===== config.mk =====
export PLATFORM = sky130hd
export DESIGN_NAME = serial_tx_flat
export DESIGN_NICKNAME = d
export VERILOG_FILES = /design/src/rtl/serial_tx_if.sv /design/src/rtl/serial_tx.sv /design/src/flat_wrapper.sv
export SDC_FILE = /design/constraint.sdc
export NUM_CORES = 1
export LEC_CHECK = 0
export CAP_MARGIN = 20
export CORE_MARGIN = 10
export CORE_UTILIZATION = 40
export DETAILED_ROUTE_END_ITERATION = 6
export PLACE_DENSITY = 0.61
export SYNTH_ARGS = -nofsm -noshare
export SYNTH_HDL_FRONTEND = slang
export SYNTH_SLANG_ARGS = --single-unit

===== constraint.sdc =====
create_clock -name clk -period 2.2 [get_ports clk]
set_input_delay 0.44 -clock clk [delete_from_list [all_inputs] [get_ports clk]]
set_output_delay 0.44 -clock clk [all_outputs]
set_load 0.005 [all_outputs]

===== src/rtl/serial_tx_if.sv =====
// Handshake and line signals of the parallel-to-serial transmitter.
// The master drives the word and start request; the slave (transmitter) drives the line and status.
interface serial_tx_if #(
  parameter int WIDTH = 8
) ();
  logic [WIDTH-1:0] data;
  logic             start;
  logic             q;
  logic             busy;
  logic             done;

  modport master (
    output data,
    output start,
    input  q,
    input  busy,
    input  done
  );

  modport slave (
    input  data,
    input  start,
    output q,
    output busy,
    output done
  );
endinterface


===== src/rtl/serial_tx.sv =====
// Parallel-to-serial transmitter: start bit 0, WIDTH data bits LSB first, stop bit 1,
// each bit held DIV clocks. All outputs come straight from flops so the line is glitch-free.
module serial_tx #(
  parameter int WIDTH = 8,
  parameter int DIV   = 4
) (
  input  logic      clk,
  input  logic      rst,
  serial_tx_if.slave tx
);
  localparam int CW = (DIV > 1) ? $clog2(DIV) : 1;
  localparam int IW = (WIDTH > 1) ? $clog2(WIDTH) : 1;
  localparam logic [CW-1:0] cnt_last = CW'(DIV - 1);
  localparam logic [IW-1:0] idx_last = IW'(WIDTH - 1);

  typedef enum logic [1:0] {
    st_idle  = 2'd0,
    st_start = 2'd1,
    st_data  = 2'd2,
    st_stop  = 2'd3
  } state_t;

  state_t           state_r, state_s;
  logic [WIDTH-1:0] shreg_r, shreg_s;
  logic [CW-1:0]    cnt_r, cnt_s;
  logic [IW-1:0]    idx_r, idx_s;
  logic             q_r, q_s;
  logic             busy_r, busy_s;
  logic             done_r, done_s;
  logic             period_end_s;

  // Next-state, datapath and next-output decode
  always_comb begin
    state_s      = state_r;
    shreg_s      = shreg_r;
    cnt_s        = cnt_r;
    idx_s        = idx_r;
    done_s       = 1'b0;
    q_s          = 1'b1;
    busy_s       = 1'b0;
    period_end_s = (cnt_r == cnt_last);

    case (state_r)
      st_idle: begin
        if (tx.start) begin
          state_s = st_start;
          shreg_s = tx.data;
          cnt_s   = {CW{1'b0}};
          idx_s   = {IW{1'b0}};
        end else begin
          state_s = st_idle;
        end
      end
      st_start: begin
        if (period_end_s) begin
          state_s = st_data;
          cnt_s   = {CW{1'b0}};
        end else begin
          cnt_s = cnt_r + CW'(1);
        end
      end
      st_data: begin
        if (period_end_s) begin
          cnt_s   = {CW{1'b0}};
          shreg_s = shreg_r >> 1;
          if (idx_r == idx_last) begin
            state_s = st_stop;
          end else begin
            idx_s = idx_r + IW'(1);
          end
        end else begin
          cnt_s = cnt_r + CW'(1);
        end
      end
      st_stop: begin
        if (period_end_s) begin
          state_s = st_idle;
          cnt_s   = {CW{1'b0}};
          done_s  = 1'b1;
        end else begin
          cnt_s = cnt_r + CW'(1);
        end
      end
      default: begin
        state_s = st_idle;
        cnt_s   = {CW{1'b0}};
        idx_s   = {IW{1'b0}};
      end
    endcase

    // Outputs are decoded from the next state so they appear one edge after acceptance
    case (state_s)
      st_idle: begin
        q_s    = 1'b1;
        busy_s = 1'b0;
      end
      st_start: begin
        q_s    = 1'b0;
        busy_s = 1'b1;
      end
      st_data: begin
        q_s    = shreg_s[0];
        busy_s = 1'b1;
      end
      st_stop: begin
        q_s    = 1'b1;
        busy_s = 1'b1;
      end
      default: begin
        q_s    = 1'b1;
        busy_s = 1'b0;
      end
    endcase
  end

  // State, datapath and output registers
  always_ff @(posedge clk or posedge rst) begin
    if (rst) begin
      state_r <= st_idle;
      shreg_r <= {WIDTH{1'b0}};
      cnt_r   <= {CW{1'b0}};
      idx_r   <= {IW{1'b0}};
      q_r     <= 1'b1;
      busy_r  <= 1'b0;
      done_r  <= 1'b0;
    end else begin
      state_r <= state_s;
      shreg_r <= shreg_s;
      cnt_r   <= cnt_s;
      idx_r   <= idx_s;
      q_r     <= q_s;
      busy_r  <= busy_s;
      done_r  <= done_s;
    end
  end

  assign tx.q    = q_r;
  assign tx.busy = busy_r;
  assign tx.done = done_r;
endmodule


===== src/flat_wrapper.sv =====
// flat-port wrapper written by rule: the top's interface ports become plain ports
module serial_tx_flat 
#(
  parameter int WIDTH = 8,
  parameter int DIV   = 4
)
  (clk, rst, tx_data, tx_start, tx_q, tx_busy, tx_done);
  serial_tx_if #(.WIDTH(WIDTH)) tx_i ();
  input  logic clk;
  input  logic rst;
  input wire logic [$bits(tx_i.data)-1:0] tx_data;
  input wire logic [$bits(tx_i.start)-1:0] tx_start;
  output wire logic [$bits(tx_i.q)-1:0] tx_q;
  output wire logic [$bits(tx_i.busy)-1:0] tx_busy;
  output wire logic [$bits(tx_i.done)-1:0] tx_done;
  assign tx_i.data = tx_data;
  assign tx_i.start = tx_start;
  assign tx_q = tx_i.q;
  assign tx_busy = tx_i.busy;
  assign tx_done = tx_i.done;
  serial_tx #(.WIDTH(WIDTH), .DIV(DIV)) u_core (.clk(clk), .rst(rst), .tx(tx_i));
endmodule

==> results.md <==
- Tmin final: 2060 ps
- CTS tree: done
- P_int: 0.000980 W
- Vias in the first global route: 676
- First-pass GRT wire length: 3150 um
- Share of cells above drive strength 1: 0.238
- Final antenna-violating net count: 0
- CP required: 2440 ps
- Gpl congestion: 0.755
- VDD IR max: 640 uV
- Combinational share of power: 0.461
- Post-synth EDFFs: 0
- Most area-consuming cells after synthesis: dfrtp_1 44%, ha_1 7.8%, a221o_1 6.2%, and3_1 3.9%, mux2i_1 3.1%
- Pwr per Cell Area: 1290 mW/mm^2
- Final nets: 119
- Cell Count, Final, Fillers Out: 129
- Die Ht: 69.1 um
- Synth cell types: 33
- Placed insts: 124
- Setup Viol. Count Final: 0
- Synth area leader: dfrtp_1
- CTS Buffer Depth: 2
- Synthesized net count: 98
- Type of the worst setup path: reg2reg
- Final Hold Fails: 0
- Final Util: 0.528
- I/O pin count: 14
- F_max: 486 MHz
- Hpwl dp: 1320 um
- Synth Instances: 81
- Top cell type's share of synthesized area: 0.442
- Routed vias/inst: 5.27
- Via Count: 680
- RR Endpoint: u_core.tx.q
- Port Buffer Count: 13
- Worst EP arrival: 2300 ps
- CTS buffer count: 3
- Min-Delay Path Class: reg2reg
- Skew final: 10.1 ps
- Top_reg_cell synth: dfrtp_1
- Register bit total from synthesis: 18
- Share of power burned in registers: 0.396
- Post-Route WL: 1850 um
- Clk slew on worst S/H paths: 120 ps
- Crit. Startpoint: u_core.idx_r[0]
- Grt ovf: 0
- DR WL/cell: 14.3 um
- Sequential-to-total area share from yosys stat: 0.469
- FF-to-FF Start: u_core.idx_r[0]
- Worst Tran Pin Value: 693 ps
- Initial antenna violation count: 0
- Setup crit end: u_core.tx.q
- Psw: 0.000555 W
- Initial core utilization: 0.427
- CTS root buf: clkbuf_4
- Fill cells: 214
- Tcrit/Tclk final: 0.936
- DR iter-0 viols: 15
- Clock power share: 0.144
- Syn Area/Cell: 11.9 um^2
- Reg2Reg Depth: 8
- Largest net degree at the start of global routing: 19
- Worst setup SP type: flop
- Post-CTS Hold Buffers: 0
- Synth Cell Area: 963 um^2
- FF-to-FF setup slack: 140 ps
- Die X: 69.1 um
- Die Area: 0.00477 mm^2
- DRC: 0
- N_diodes: 0
- CTS sink count: 18
- Outcome: finished, final reports clean
- Synth async-reset ratio: 1.00
- Slew Viols, Final: 0
- Net Sw Frac: 0.362
- Total track usage: 0.0796
- Row count: 17
- Area Growth Syn to Fin: 23.5%
- Crit path capture type: flop
- Drt pass-1 iters: 3
- Clk Latency, worst-skew pair: 310 ps
- Core Region: 0.00225 mm^2
- Synth warn: 0
- Relative slew slack: 0.538
- Critical Path Fanout Max: 2
- H-Tree Depth: 1
- Leakage: 0.554 nW
- Maxcap violations: 0
==> final cells by class <==
type	instances	area, um^2	share of cell area
inverters	7	26.3	0.0221
well taps	28	35.0	0.0294
repair buffers	20	183	0.154
flip-flops and latches	18	452	0.380
clock buffers	4	36.3	0.0305
multi-input cells	52	458	0.385
==> how the worst min path moves through the flow <==
stage | startpoint | end | slack, ps | cells past startpoint
final | u_core.cnt_r[0] | u_core.cnt_r[0] | 510 | 1
after CTS | u_core.cnt_r[0] | u_core.cnt_r[0] | 510 | 1
after global routing | u_core.shreg_r[5] | u_core.shreg_r[5] | 540 | 1
after floorplan | rst | u_core.cnt_r[0] | 380 | 1
after global placement | u_core.shreg_r[7] | u_core.shreg_r[7] | 480 | 1
after detailed placement | u_core.shreg_r[7] | u_core.shreg_r[7] | 490 | 1
==> logic make-up (layout without fill, tap and decap cells) <==
kind of cell | Yosys count | count (layout) | share of synthesized area
adders and majority gates | 6 | 6 | 0.0779
and+or+nand+nor | 25 | 25 | 0.182
xor gates and xnor gates | 1 | 1 | 0.00909
buffers and inverters | 11 | 31 | 0.0610
muxes | 4 | 4 | 0.0429
AOI/OAI and AO/OA | 16 | 16 | 0.158
DFF | 18 | 18 | 0.469
==> power by group through the flow <==
| stage | sequential [W] | clock [W] | combinational (W) |
|---|---|---|---|
| 3_3_place_gp | 0.000609 | 0 | 0.000678 |
| 2_1_floorplan | 0.000566 | 0 | 0.000541 |
| 5_1_grt | 0.000632 | 0.000240 | 0.000796 |
| 4_1_cts | 0.000609 | 0.000225 | 0.000701 |
| 6_report | 0.000607 | 0.000220 | 0.000707 |
| 3_5_place_dp | 0.000618 | 0 | 0.000692 |
==> cells in the mapped netlist, types with 2 or more instances <==
cell type / count
buf_6: 2
a221o_1: 6
and3_1: 6
nand2b_1: 2
o31ai_1: 2
nand2_1: 3
inv_1: 7
dfrtp_1: 17
nand3b_1: 2
and3_2: 2
ha_1: 6
mux2i_1: 3
nor2b_1: 2
o21ai_0: 2
==> state kept, by name, indices dropped and copies added (netlist names) <==
register        flops
u_core.shreg_r      8
u_core.idx_r        3
u_core.cnt_r        2
u_core.state_r      2
u_core.tx.busy      1
u_core.tx.done      1
u_core.tx.q         1
==> cells in the final DEF (no fill, tap or decap), drive strengths merged, types with 2 or more instances in the layout <==
cell and n:
dfrtp 17, clkdlybuf4s50 13, and3 8, inv 7
buf 7, a221o 6, ha 6, clkbuf 4
nand2 3, mux2i 3, nor2b 3, nand3b 2
nand2b 2, o21ai 2, a21oi 2, o31ai 2
==> routing by layer <==
metal	wire, um	part of all wire	track usage
met1	855	0.46	0.0974
met2	901	0.49	0.120
met3	67	0.036	0.0357
met4	23	0.012	0.0266
met5	0	0	0
==> critical path, cell delays in order, from the launching register on <==
cell      delay, ps
dfrtp_1         410
ha_1            200
ha_1            190
and3_1          170
o31ai_2         210
buf_4           160
ha_1            150
or3b_1          340
o221ai_1        170
==> through the flow <==
stage	hold WS, ps	cell area [um^2]	power (W)	setup TNS, ps	setup WS, ps
2_1_floorplan	378	963	0.00111	0	116
3_3_place_gp	481	1140	0.00129	0	6.41
3_5_place_dp	488	1140	0.00131	-55.5	-55.5
4_1_cts	509	1180	0.00153	0	57.1
5_1_grt	545	1190	0.00167	-10.7	-10.7
6_report	507	1190	0.00153	0	141
==> repair_timing <==
item                       CTS  global route
resized for setup            0             1
setup buffers                0             1
setup endpoints to repair    0             1
No activity file was read; power rests on OpenSTA's default activity.
